<file path="config.mk">
export PLATFORM = sky130hd
export DESIGN_NAME = fifo_unpack_32to4
export DESIGN_NICKNAME = d
export VERILOG_FILES = /design/src/rtl/fifo_pkg.sv /design/src/rtl/fifo_ptr_ctl.sv /design/src/rtl/fifo_unpack_32to4.sv
export SDC_FILE = /design/constraint.sdc
export NUM_CORES = 1
export LEC_CHECK = 0
export ABC_AREA = 1
export BUFFER_PORTS_ARGS = -buffer_cell sky130_fd_sc_hd__clkbuf_2
export CAP_MARGIN = 20
export CORE_ASPECT_RATIO = 1.25
export CORE_MARGIN = 2
export CORE_UTILIZATION = 34
export DETAILED_ROUTE_END_ITERATION = 16
export PLACE_DENSITY = 0.5
export SLEW_MARGIN = 30
export SYNTH_ARGS = -nofsm -noshare
export SYNTH_HDL_FRONTEND = slang
export SYNTH_SLANG_ARGS = --single-unit
</file>
<file path="constraint.sdc">
create_clock -name clk -period 3.4 [get_ports clk]
set_input_delay 0.17 -clock clk [delete_from_list [all_inputs] [get_ports clk]]
set_output_delay 0.17 -clock clk [all_outputs]
set_load 0.005 [all_outputs]
</file>
<file path="src/rtl/fifo_pkg.sv">
// Shared definitions for the team's asymmetric FIFOs (this 32-to-4 unpacking
// FIFO and its 4-to-32 packing counterpart).
//
// Contents:
//   DEPTH, RD_W, WR_W, NIB - geometry constants
//   AW, CW                 - slot address width and nibble column width
//   nib_t, word_t, col_t   - data and column types
//   flush_st_e             - flush controller states
//   get_nib()              - extract one narrow lane from a wide word
package fifo_pkg;

  localparam int DEPTH = 4;
  localparam int RD_W  = 4;
  localparam int WR_W  = 32;
  localparam int NIB   = WR_W / RD_W;
  localparam int AW    = $clog2(DEPTH);
  localparam int CW    = $clog2(NIB);

  typedef logic [RD_W-1:0] nib_t;
  typedef logic [WR_W-1:0] word_t;
  typedef logic [CW-1:0]   col_t;

  typedef enum logic {
    IDLE  = 1'b0,
    FLUSH = 1'b1
  } flush_st_e;

  // Lane 0 occupies the least significant bits and leaves the FIFO first.
  function automatic nib_t get_nib(input word_t w, input col_t c);
    return w[RD_W*c +: RD_W];
  endfunction

endpackage

</file>
<file path="src/rtl/fifo_ptr_ctl.sv">
// Wrap-bit pointer pair for a DEPTH-slot FIFO.
//
// The extra MSB on each pointer tells a full FIFO apart from an empty one
// when the slot indices coincide; pointers therefore wrap modulo 2*DEPTH.
//
// Ports:
//   clk, rst  - clock, asynchronous active-low reset
//   wr_inc    - advance the write pointer (one word stored)
//   rd_inc    - advance the read pointer (one word popped or discarded)
//   wr_ptr    - write pointer, AW+1 bits
//   rd_ptr    - read pointer, AW+1 bits
//   count     - occupied slots, 0..DEPTH
//   full      - all slots occupied
//   empty     - no slots occupied
module fifo_ptr_ctl
  import fifo_pkg::*;
(
  input  logic        clk,
  input  logic        rst,
  input  logic        wr_inc,
  input  logic        rd_inc,
  output logic [AW:0] wr_ptr,
  output logic [AW:0] rd_ptr,
  output logic [AW:0] count,
  output logic        full,
  output logic        empty
);

  localparam logic [AW:0] FULL_CNT = (AW+1)'(DEPTH);

  // Both pointers move independently; a write and a pop in the same cycle
  // simply advance both, leaving the occupancy unchanged.
  always_ff @(posedge clk or negedge rst) begin
    if (!rst) begin
      wr_ptr <= '0;
      rd_ptr <= '0;
    end else begin
      if (wr_inc) begin
        wr_ptr <= wr_ptr + 1'b1;
      end
      if (rd_inc) begin
        rd_ptr <= rd_ptr + 1'b1;
      end
    end
  end

  // Occupancy is the modular pointer difference, so it stays correct across
  // the wrap without any special casing.
  always_comb begin
    count = wr_ptr - rd_ptr;
    full  = (count == FULL_CNT);
    empty = (count == '0);
  end

endmodule

</file>
<file path="src/rtl/fifo_unpack_32to4.sv">
// Wide-to-narrow FIFO: accepts 32-bit words (with 1..8 valid nibbles each)
// and hands them out one nibble at a time, first-word-fall-through.
// A held flush request discards every word present when it was raised while
// later writes keep flowing in.
//
// Ports:
//   clk, rst     - clock, asynchronous active-low reset
//   wr           - write strobe, word taken when wr && !full
//   wr_data      - write word, nibble 0 = bits [3:0] leaves first
//   wr_nib       - valid nibbles in wr_data minus one
//   full, empty  - occupancy flags
//   vld_rd_data  - rd_data holds a readable nibble
//   rd           - read strobe, only while vld_rd_data is high
//   rd_data      - head nibble (zero when nothing is readable)
//   rd_last      - rd_data is the final valid nibble of its word
//   count        - occupied word slots, 0..DEPTH
//   flush_req    - flush request, held until flush_done is seen
//   flush_done   - single-cycle flush completion pulse
module fifo_unpack_32to4
  import fifo_pkg::*;
(
  input  logic        clk,
  input  logic        rst,
  input  logic        wr,
  input  logic [31:0] wr_data,
  input  logic [2:0]  wr_nib,
  output logic        full,
  output logic        empty,
  output logic        vld_rd_data,
  input  logic        rd,
  output logic [3:0]  rd_data,
  output logic        rd_last,
  output logic [AW:0] count,
  input  logic        flush_req,
  output logic        flush_done
);

  word_t       mem [DEPTH];
  col_t        len [DEPTH];
  col_t        rd_col;
  logic [AW:0] wr_ptr;
  logic [AW:0] rd_ptr;
  logic [AW:0] tgt;
  flush_st_e   state;
  flush_st_e   state_nxt;

  logic          wr_acc;
  logic          rd_fire;
  logic          pop;
  logic          discard;
  logic          rd_inc;
  logic          at_tgt;
  logic [AW-1:0] wr_slot;
  logic [AW-1:0] rd_slot;

  assign wr_acc  = wr && !full;
  assign wr_slot = wr_ptr[AW-1:0];
  assign rd_slot = rd_ptr[AW-1:0];
  assign rd_inc  = pop || discard;

  fifo_ptr_ctl u_ptr (
    .clk    (clk),
    .rst    (rst),
    .wr_inc (wr_acc),
    .rd_inc (rd_inc),
    .wr_ptr (wr_ptr),
    .rd_ptr (rd_ptr),
    .count  (count),
    .full   (full),
    .empty  (empty)
  );

  // Word storage. The length field travels with its word so the read side
  // knows where each word ends without any extra bookkeeping.
  always_ff @(posedge clk or negedge rst) begin
    if (!rst) begin
      for (int i = 0; i < DEPTH; i++) begin
        mem[i] <= '0;
        len[i] <= '0;
      end
    end else if (wr_acc) begin
      mem[wr_slot] <= wr_data;
      len[wr_slot] <= wr_nib;
    end
  end

  // Head-of-queue view. Reading is blocked while a flush is in progress, and
  // the data/last outputs are held at zero whenever nothing is readable so
  // the consumer never sees stale slot contents.
  always_comb begin
    vld_rd_data = !empty && (state == IDLE);
    rd_data     = '0;
    rd_last     = 1'b0;
    if (vld_rd_data) begin
      rd_data = get_nib(mem[rd_slot], rd_col);
      rd_last = (rd_col == len[rd_slot]);
    end
    rd_fire = rd && vld_rd_data;
    pop     = rd_fire && rd_last;
  end

  // Flush controller next-state logic. In FLUSH one word is thrown away per
  // cycle until the read pointer reaches the target captured at request
  // time; the completion pulse is raised on the cycle the target is reached.
  always_comb begin
    state_nxt  = state;
    discard    = 1'b0;
    flush_done = 1'b0;
    at_tgt     = (rd_ptr == tgt);
    case (state)
      IDLE: begin
        if (flush_req) begin
          state_nxt = FLUSH;
        end
      end
      FLUSH: begin
        if (at_tgt) begin
          flush_done = 1'b1;
          state_nxt  = IDLE;
        end else begin
          discard = 1'b1;
        end
      end
      default: state_nxt = IDLE;
    endcase
  end

  // Flush state register and target capture. The target includes a word
  // accepted in the very cycle the request arrives, so that word is flushed
  // too; anything written later lies at or beyond the target and survives.
  always_ff @(posedge clk or negedge rst) begin
    if (!rst) begin
      state <= IDLE;
      tgt   <= '0;
    end else begin
      state <= state_nxt;
      if ((state == IDLE) && flush_req) begin
        tgt <= wr_ptr + {{AW{1'b0}}, wr_acc};
      end
    end
  end

  // Nibble column within the head word. Any word leaving the head, whether
  // read out completely or discarded by a flush, restarts the column at 0.
  always_ff @(posedge clk or negedge rst) begin
    if (!rst) begin
      rd_col <= '0;
    end else if (pop || discard) begin
      rd_col <= '0;
    end else if (rd_fire) begin
      rd_col <= rd_col + 1'b1;
    end
  end

endmodule

</file>
==> key figures, run 1 <==
Floorplan
  – Die Ht: 171.0 microns
  – Die width: 137.6 microns
  – # IOs: 52
  – FP Rows: 61
  – Initial Util: 0.3441
  – Core area: roughly 22,000 sq um
  – Full die area: 23,540 sq um

Synthesis
  – Largest family of logic cells by synthesized area: simple AND/OR/NAND/NOR gates
  – Post-synthesis cell count: between 1,000 and 1,500
  – Area contributors post-synth: dfrtp_1 (50%), nand2_1 (30%), nand3_1 (8.5%), buf_4 (1.5%), ha_1 (1.5%)
  – Synth cell types: 27
  – Yosys warning count: 0
  – Top cell type's share of synthesized area: 0.5045
  – Synth Cell Area: 7590 sq um
  – Post-Synth Adder-Cell Area: 0.01747
  – Simple-Gate Fraction of Synth Area: 0.4070
  – Synth Area in XOR/XNOR: 0.009232
  – Register area share after synthesis: 0.5045
  – Yosys reg bits: 153
  – Post-synth top area cell: dfrtp_1
  – Synth Area in Compound Gates: 0.004616
  – Synthesized Nets: 1,061
  – Synthesized area per cell: 7.507 sq um
  – Mux contribution to synthesized area: 0.002967

Cells and area
  – Antenna cells: 0
  – Area grow syn2layout: 15.56%
  – Fin nets: 1,109
  – Share of cells above drive strength 1: 0.1103

Clocking
  – CTS tree: yes
  – Clk slew on worst S/H paths: roughly 60 ps
  – Post-CTS Setup Bufs: 0
  – Htree depth: 4
  – Cts bufs inserted: 17
  – Clk sinks: 153
  – Clock root buffer: clkbuf_16
  – Max Root-Sink Buffers: 2
  – Clk_lat worst skew: 420 ps
  – Post_cts resized: 0

Critical path
  – Worst setup path class: reg -> out
  – CP Launch Type: flop
  – Critical Path RT: roughly 3200 ps
  – WP data arrival: 2700 ps
  – Endpoint class of the critical path: output port
  – Maximum fanout along the worst path: 39

Pwr
  – Max VDD drop: 0.4951 mV
  – Pwr dens: 1018 nW/um^2
  – Leakage dissipation: 0.004704 uW

STA
  – Worst hold margin: 7.362 ps
  – Fin. Hold Viols: 0
  – Final Slew Violations: 0
  – Final period util: 0.8427
  – Worst-margin pin slew: between 900 and 1000 ps
  – Crit path time final: approximately 2900 ps
  – Final setup viols: 0
  – Max Clk Rate: 0.3490 GHz
  – RSZ-0062 raised after global routing: false
  – Setup tns final: 0 ps
  – Max-slew headroom: 0.3992
  – Skew final: 8.469 ps

Worst hold path
  – Hold Crit Class: in -> reg

Global route
  – Largest net degree at the start of global routing: 81
  – Overflow after GRT: 0
  – All-Layer GR Usage: 0.2001
  – Vias in the first global route: 6,270
  – Initial antenna violation count: 0
  – First-pass GRT wire length: 35,180 microns

Route
  – Via count: around 6,400
  – Antenna Nets Post-Route: 0
  – Drt wl/cell: around 16 microns
  – Remaining DRCs: 0
  – Iteration-0 DRC Markers: 551
  – Pre-Repair DR Iteration Count: 5
  – Vias/cell: 4.750
  – WL final: 22,120 microns

Place
  – Hpwl dp: 12,970 microns
  – Port Buffers: 51
  – RePlAce Congestion: approximately 0.76

Run
  – Max_cap viols: 0

Status
  – Run status: completed
[cells in the mapped netlist (all sizes together)]
| library cell | n |
|---|---|
| dfrtp | 153 |
| nand3 | 130 |
| xnor2 | 4 |
| buf | 45 |
| fa | 1 |
| xor2 | 4 |
| nor2 | 15 |
| o21ai | 3 |
| nand2 | 606 |
| ha | 9 |
| clkbuf | 6 |
| nor4 | 1 |
| a21oi | 4 |
| mux2 | 2 |
| inv | 28 |
[worst paths after layout]
| check | start | to | slack, ps | cells past startpoint |
|---|---|---|---|---|
| min | wr_data[9] | mem[73] | 7 | 3 |
| max reg2reg | u_ptr.wr_ptr[0] | tgt[1] | 850 | 12 |
| min in group asynchronous | rst | tgt[2] | 370 | 2 |
| max in group asynchronous | rst | mem[2] | 2290 | 3 |
| max | u_ptr.rd_ptr[1] | rd_data[3] | 530 | 11 |
| min reg2reg | mem[109] | mem[109] | 470 | 2 |
[flip-flops by register name, indices dropped and copies added, names as in the netlist]
register,cells
mem,128
len,12
rd_col,3
tgt,3
u_ptr.rd_ptr,3
u_ptr.wr_ptr,3
state,1
[final cells by class]
cell class	instances	area (sq um)
clock inverters	11	147.6
well taps	283	354.1
inverters	28	115.1
multi-input cells	779	3349
repair buffers	80	531.8
fillers	2310	13290
flip-flops and latches	153	3830
clock buffers	19	442.9
[routing by layer]
| layer | vias to the layer above | track usage | wire [microns] |
|---|---|---|---|
| li1 | 3236 | - | - |
| met1 | 3075 | 0.2668 | 10280 |
| met2 | 98 | 0.3411 | 10900 |
| met3 | 18 | 0.02874 | 680 |
| met4 | 0 | 0.04886 | 259 |
| met5 | - | 0 | 0 |
[critical path, cell delays in order (launching register included)]
cell	delay [ps]
dfrtp_1	390
buf_4	510
inv_1	80
buf_4	320
nand3_1	170
nand3_1	110
nand3_1	130
nand2_1	90
nand2_1	60
nand2_1	40
nor2_1	190
clkbuf_2	160
[power breakdown]
part	internal (uW)	switching (uW)	leakage, uW
logic	1260	2620	0.00251
clock network	1170	768	0.000278
registers	2660	455	0.00192
total	5090	3840	0.00470
[cells by family (layout without fill, tap and decap cells)]
family / count (synthesis) / in the layout
fa+ha+maj: 10 / 10
xor+xnor: 8 / 8
mux: 2 / 2
flops: 153 / 153
compound gates: 7 / 7
buf+inv: 79 / 138
simple gates: 752 / 752
[metrics by stage]
stage | util | instance area (sq um) | instances | setup WS, ps | total power, uW
2_1_floorplan | - | 7590 | 1011 | 989.5 | 5895
3_3_place_gp | 0.3636 | 8020 | 1307 | 908.7 | 6990
3_5_place_dp | 0.3636 | 8020 | 1307 | 859.3 | 7054
4_1_cts | 0.3976 | 8771 | 1353 | 489.2 | 9028
5_1_grt | 0.3976 | 8771 | 1353 | 321.3 | 9727
6_report | 0.3976 | 8771 | 1353 | 534.8 | 8931
[cell usage in the layout (no fill, tap or decap), types with 2 or more instances in the layout]
cell type	instances
dfrtp_1	152
clkinv_2	2
dlygate4sd3_1	16
nand2_1	602
ha_1	9
xnor2_1	4
buf_4	12
nor2_8	4
inv_1	16
inv_6	2
clkinvlp_4	4
nand2_2	2
a21oi_1	4
inv_2	8
clkbuf_16	17
mux2_2	2
o21ai_1	2
nor2_1	10
nand3_1	129
inv_4	4
bufinv_16	3
xor2_1	4
clkbuf_2	50
[what timing repair did]
| item | 4_1_cts | 5_1_grt |
|---|---|---|
| setup endpoints to repair | 0 | 0 |
| endpoints found under the hold margin | 112 | 0 |
| hold buffers | 16 | 0 |
Note: power is estimated with default switching activity, not from simulation.
==> inputs of run 2 (changes only) <==
Settings changed: ABC_AREA 1 to 0, PLACE_DENSITY 0.5 to 0.52.
Clock period 3.4 ns to 2.3 ns, I/O delays scaled along.
==> run 2 against run 1 <==
Against the previous run: die area grew 1.9%; area after synthesis grew 1.9%; the run now ends with setup timing left; synthesized cell count shrank 55%; count of clock-buffer cells in the layout grew 1; register-to-register slack lost 1200 ps; critical path type unchanged.
==> key figures, run 2 <==
Status
  – Run status: finished, violations left
  – Failing checks: setup timing

Route
  – Vias/cell: around 5.0
  – Iteration-0 DRC Markers: 190
  – Pre-Repair DR Iteration Count: 4
  – Via count: 4,533
  – Drt wl/cell: between 20 and 25 microns
  – WL final: 19,580 microns
  – Antenna Nets Post-Route: 0
  – Remaining DRCs: 0

Worst hold path
  – Hold path startpoint: wr_data[30]
  – Hold Path End: mem[62]
  – Hold Crit Class: in -> reg
  – WHS Path Cells: 2

Critical path
  – Crit-path cells: ha_4, fa_2, nand2_4, buf_6, nor2_4, or2_4, inv_2, and2_4, a22o_1, buf_2
  – WP data arrival: between 2000 and 3000 ps
  – CP Launch Type: flop
  – Endpoint class of the critical path: output port
  – Critical Path RT: 2180 ps
  – Reg2Reg Depth: 11
  – R2R Setup Slk: -330 ps
  – Slowest library cell on the worst path: fa_2
  – FF-to-FF Start: u_ptr.rd_ptr[0]
  – Maximum fanout along the worst path: 4
  – CP peak stage delay: 580 ps
  – Worst setup path class: reg -> out
  – Reg-to-reg critical path endpoint: mem[120]

STA
  – Crit path time final: 2730 ps
  – Setup tns final: -35,890 ps
  – Worst hold margin: 17.90 ps
  – Skew final: 15.51 ps
  – Setup ws final: -429.6 ps
  – Max Clk Rate: between 0.3 and 0.4 GHz
  – Final Slew Violations: 0
  – Worst-margin pin slew: just under 500 ps
  – Final period util: 1.187
  – Final setup viols: 151
  – RSZ-0062 raised after global routing: true
  – Fin. Hold Viols: 0
  – Max-slew headroom: 0.6722

Global route
  – All-Layer GR Usage: 0.1714
  – Overflow after GRT: 0
  – Vias in the first global route: ~5,100
  – First-pass GRT wire length: 31,410 microns
  – Initial antenna violation count: 0
  – Largest net degree at the start of global routing: 69

Clocking
  – Cts bufs inserted: 17
  – Clock root buffer: clkbuf_16
  – Clk sinks: 153
  – Clk_lat worst skew: approximately 420 ps
  – Htree depth: 4
  – CTS tree: yes
  – Max Root-Sink Buffers: 2
  – Clk slew on worst S/H paths: 70 ps

Cells and area
  – Area grow syn2layout: 35.00%
  – Fin nets: 657
  – Max reg flops: 128
  – Share of cells above drive strength 1: 0.6000
  – Commonest cells after routing, fill and taps aside: dfrtp_1 (151), mux2_4 (128), clkbuf_2 (47)
  – Top Registers: mem (128), len (12)
  – Final Non-Filler Cells: 903
  – Most common cell after layout, fill and taps aside: dfrtp_1
  – Reg with most FFs: mem
  – Antenna cells: 0

Synthesis
  – Top cell type's share of synthesized area: 0.4950
  – Post-synthesis cell count: 452
  – Synth cell types: 40
  – Yosys warning count: 0
  – Yosys reg bits: 153
  – Register area share after synthesis: 0.4950
  – Synthesized area per cell: 17.11 sq um
  – Synth Cell Area: 7735 sq um
  – Synthesized Nets: 502
  – FFs w/ async S/R, synth: 1.000
  – Post-synth EDFFs: 0
  – Top FF cell, synth: dfrtp_1
  – Area contributors post-synth: dfrtp_1 (49%), mux2_4 (23%), mux4_2 (12%), mux2_2 (3.3%), buf_6 (2.3%)
  – Most frequent cells after synthesis: dfrtp_1 (153), mux2_4 (119), mux4_2 (41)
  – Post-synth top area cell: dfrtp_1
  – Most common cell in the netlist: dfrtp_1

Floorplan
  – FP Rows: 61
  – Die width: 138.9 microns
  – Full die area: 23,980 sq um
  – # IOs: 52
  – Initial Util: 0.3471
  – Core area: 22,290 sq um
  – Die Ht: 172.6 microns

Pwr
  – Pwr Total: around 17,000 uW
  – Logic gate share of total power: 0.554
  – Leakage dissipation: 0.004971 uW
  – P_int: around 12,000 uW
  – Max VDD drop: 0.8740 mV
  – Pwr dens: 1660 nW/um^2
  – Clock share of power: 0.164
  – Sequential share of power: 0.282
  – Psw: 5538 uW
  – Sw frac: 0.3195

Run
  – Max_cap viols: 0

Place
  – Placed cells: 804
  – Port Buffers: 51
  – Post-place setup slack: -296.6 ps
  – Hpwl dp: 11,630 microns
  – RePlAce Congestion: ~0.77
-- run 2: cell types whose count changed after synthesis, sizes merged, moves of 3 or more --
cell    before  now
o211ai       0    4
nor2b        0    5
nand2      606    8
nand3      130    2
clkbuf       6    3
inv         28    7
mux2         2  142
mux4         0   41
mux2i        0    5
buf         45   21
a22o         0    6
nor2        15   10
-- run 2: worst max-delay path: cells and delay by family (launching register included) --
kind	cells	cell delay, ps
buffers and inverters	3	300
AO/OA/AOI/OAI	1	240
flip-flops	1	440
adder cells (fa/ha/maj)	2	750
AND/OR/NAND/NOR	4	450
-- run 2: layer usage --
layer,share of wire,vias up,GRT usage
li1,-,2007,-
met1,0.45,2416,0.2359
met2,0.49,87,0.2744
met3,0.033,23,0.03545
met4,0.017,0,0.05219
met5,0,-,0
-- run 2: kinds of logic (layout without fill, tap and decap cells) --
logic type | count (synthesis) | count (layout) | share of synthesized area
DFF | 153 | 153 | 0.4950
muxes | 188 | 188 | 0.3903
buffers and inverters | 31 | 199 | 0.03138
adders and majority gates | 10 | 10 | 0.01715
and+or+nand+nor | 33 | 33 | 0.02604
xor gates and xnor gates | 12 | 12 | 0.01553
AOI/OAI and AO/OA | 25 | 25 | 0.02459
-- run 2: power by group through the flow --
stage / clock network (uW) / logic, uW / registers (uW)
after global placement: 0 / 7580 / 4820
after detailed placement: 0 / 7680 / 4880
after global routing: 3020 / 10200 / 5050
after CTS: 2900 / 9430 / 4870
after floorplan: 0 / 5730 / 4640
final: 2840 / 9600 / 4890
-- run 2: stage by stage --
step,instance area (sq um),util
floorplan,7801,-
global placement,8658,0.3885
detailed placement,8658,0.3885
CTS,10370,0.4654
global route,10440,0.4686
finish,10440,0.4686
-- run 2: how the worst max path moves through the flow --
stage,from,end,slack (ps),cells past startpoint
after floorplan,u_ptr.wr_ptr[0],tgt[1],-50,10
after global placement,u_ptr.rd_ptr[0],mem[43],-260,8
after detailed placement,u_ptr.rd_ptr[0],mem[38],-300,8
after CTS,u_ptr.rd_ptr[0],rd_data[3],-430,6
after global routing,u_ptr.rd_ptr[0],rd_data[3],-500,10
final,u_ptr.rd_ptr[0],rd_data[1],-430,10
-- run 2: layout make-up --
cell class	count	area, sq um
Fill cell	1931	11840
Timing Repair Buffer	160	1772
Clock buffer	20	456.7
Tap cell	283	354.1
Inverter	7	26.28
Clock inverter	12	137.6
Multi-Input combinational cell	268	3865
Sequential cell	153	3831
-- run 2: timing repair --
item / 4_1_cts / 5_1_grt
pin swaps: 9 / 5
cloned: 15 / 0
endpoints found under the hold margin: 158 / 0
buffers inserted: 18 / 22
hold buffers: 31 / 0
resized for setup: 52 / 38
setup endpoints to repair: 154 / 159
==> inputs of run 3 (changes only) <==
Settings changed: CORE_MARGIN 2 to unset.
==> run 3 against run 2 <==
Against the previous run: the flow still finishes with violations (setup timing); non-clock buffer count decreased by 3; combinational power shrank 0.4%; die area down 2.6%; global-route usage up 0.46 points; sequential cell count is the same; sequential share of layout area decreased by 0.092 points; power is 1.2% higher; count of clock-buffer cells in the layout down 3; clock power up 8.5%; clock skew shrank 6.5 ps; critical endpoint is now rd_data[0]; fmax decreased by 0.55%; design area up 0.25%.
==> key figures, run 3 (synthesis gave the netlist of run 2 again) <==
Route
  – Pre-Repair DR Iteration Count: 4
  – Via count: 4,578
  – Antenna Nets Post-Route: 0
  – Vias/cell: around 5.1
  – Remaining DRCs: 0
  – Drt wl/cell: between 20 and 25 microns
  – WL final: 18,940 microns
  – Iteration-0 DRC Markers: ~180

Critical path
  – CP peak stage delay: 440 ps
  – CP Launch Type: flop
  – Cell mode on critical path: buf_6
  – Endpoint class of the critical path: output port
  – Crit-path cells: ha_4, fa_2, xor3_1, buf_6, nor2_4, or2_4, buf_6, nor2_4, buf_6, a22o_1, clkbuf_2
  – Slowest library cell on the worst path: dfrtp_2
  – WP data arrival: 2630 ps
  – Worst setup path class: reg -> out
  – Maximum fanout along the worst path: 4
  – Critical Path RT: 2180 ps

Floorplan
  – FP Rows: 61
  – # IOs: 52
  – Full die area: 23,360 sq um
  – Core area: 22,290 sq um
  – Die width: 136.9 microns
  – Die Ht: 170.6 microns
  – Initial Util: 0.3471

Cells and area
  – Reg with most FFs: mem
  – Sequential cell area: 3831 sq um
  – Max reg flops: approximately 130
  – Share of cells above drive strength 1: 0.5981
  – Top Registers: mem (128), len (12)
  – Area taken by multi-input logic gates: 3890 sq um
  – Number of fill cells: 1,916
  – Final instance area: 10,470 sq um
  – Commonest cells after routing, fill and taps aside: dfrtp_1 (151), mux2_4 (140), clkbuf_2 (46)
  – Most common cell after layout, fill and taps aside: dfrtp_1
  – Area grow syn2layout: 35.34%
  – Fin nets: 654
  – Antenna cells: 0
  – Final Non-Filler Cells: 900
  – Layout Utilization: 0.4697

Global route
  – First-pass GRT wire length: ~30,000 microns
  – Overflow after GRT: 0
  – Initial antenna violation count: 0
  – All-Layer GR Usage: 0.1760
  – Largest net degree at the start of global routing: 72
  – Vias in the first global route: 5,057

Worst hold path
  – Hold Crit Class: in -> reg

Run
  – Max_cap viols: 0

Status
  – Failing checks: setup timing
  – Run status: finished, violations left

STA
  – Max Clk Rate: 0.3643 GHz
  – Setup ws final: -444.8 ps
  – Crit path time final: 2745 ps
  – Fin. Hold Viols: 0
  – Max-slew headroom: 0.6423
  – RSZ-0062 raised after global routing: true
  – Skew final: 9.014 ps
  – Worst hold margin: 10.37 ps
  – Worst-margin pin slew: 536.6 ps
  – Final period util: 1.193
  – Final setup viols: 151
  – Final Slew Violations: 0

Clocking
  – Clock root buffer: clkbuf_16
  – Htree depth: 4
  – Clk slew on worst S/H paths: ~70 ps
  – CTS tree: yes
  – Cts bufs inserted: 17
  – Clk_lat worst skew: 420 ps
  – Clk sinks: 153
  – Max Root-Sink Buffers: 2

Place
  – Placed cells: 806
  – Port Buffers: 51
  – Hpwl dp: between 10,000 and 15,000 microns
  – Area after DPL: a little under 9000 sq um
  – RePlAce Congestion: 0.7799

Pwr
  – Pwr dens: 1675 nW/um^2
  – Leakage dissipation: about 0.0050 uW
  – Pwr Total: around 18,000 uW
  – Max VDD drop: 1.015 mV
## run 3: cell types whose count changed in the layout (fill, tap and decap cells not counted), moves of 2 or more
cell / previous run / this run
buf_16: 13 / 9
mux2_2: 14 / 2
mux2_4: 128 / 140
bufinv_16: 2 / 5
clkinv_4: 2 / 5
buf_6: 24 / 18
clkbuf_8: 2 / 0
inv_6: 4 / 1
buf_12: 21 / 23
buf_8: 0 / 6
nor2_4: 1 / 3
## run 3: power by group
group	internal, uW	switching [uW]	total [uW]
Clock	1930	1150	3080
Combinational	6070	3490	9560
Sequential	4090	803	4900
## run 3: per-layer routing
metal,wire [microns],vias up,track usage
met5,0,-,0
met4,281,0,0.05972
met3,569,16,0.03319
met2,9310,75,0.2772
met1,8775,2491,0.2426
li1,-,1996,-
## run 3: area by class of cell
| class | count | share of cell area |
|---|---|---|
| Clock inverter | 15 | 0.02151 |
| Sequential cell | 153 | 0.3660 |
| Multi-Input combinational cell | 268 | 0.3716 |
| Clock buffer | 17 | 0.04064 |
| Tap cell | 283 | 0.03382 |
| Inverter | 7 | 0.002510 |
| Timing Repair Buffer | 157 | 0.1640 |
## run 3: path summary, 6_finish.rpt
check | start | end | slack, ps | cells after the start
max in group asynchronous | rst | u_ptr.rd_ptr[1] | 1240 | 3
max reg2reg | u_ptr.rd_ptr[0] | mem[0] | -320 | 12
min | wr_data[28] | mem[92] | 10 | 2
min reg2reg | mem[51] | mem[51] | 510 | 1
min in group asynchronous | rst | mem[107] | 230 | 2
max | u_ptr.rd_ptr[0] | rd_data[0] | -440 | 11
## run 3: per-stage QoR
step | worst slack (ps) | TNS, ps
2_1_floorplan | -52.97 | -5606
3_5_place_dp | -312.5 | -35950
6_report | -444.8 | -36170
3_3_place_gp | -259.9 | -29380
4_1_cts | -463.0 | -27130
5_1_grt | -537.1 | -44450
## run 3: what timing repair did
action | 4_1_cts | 5_1_grt
endpoints found under the hold margin | 158 | 0
resized for setup | 57 | 41
gates cloned | 12 | 0
pin swaps | 7 | 6
buffers inserted | 20 | 20
hold buffers | 30 | 0
endpoints found under the setup margin | 152 | 153
## run 3: critical path, delay by kind of cell (launching register included)
| kind | cells | cell delay (ps) |
|---|---|---|
| DFF | 1 | 440 |
| adders and majority gates | 2 | 500 |
| buffers and inverters | 4 | 500 |
| AOI/OAI and AO/OA | 1 | 170 |
| and+or+nand+nor | 3 | 360 |
| xor gates and xnor gates | 1 | 240 |
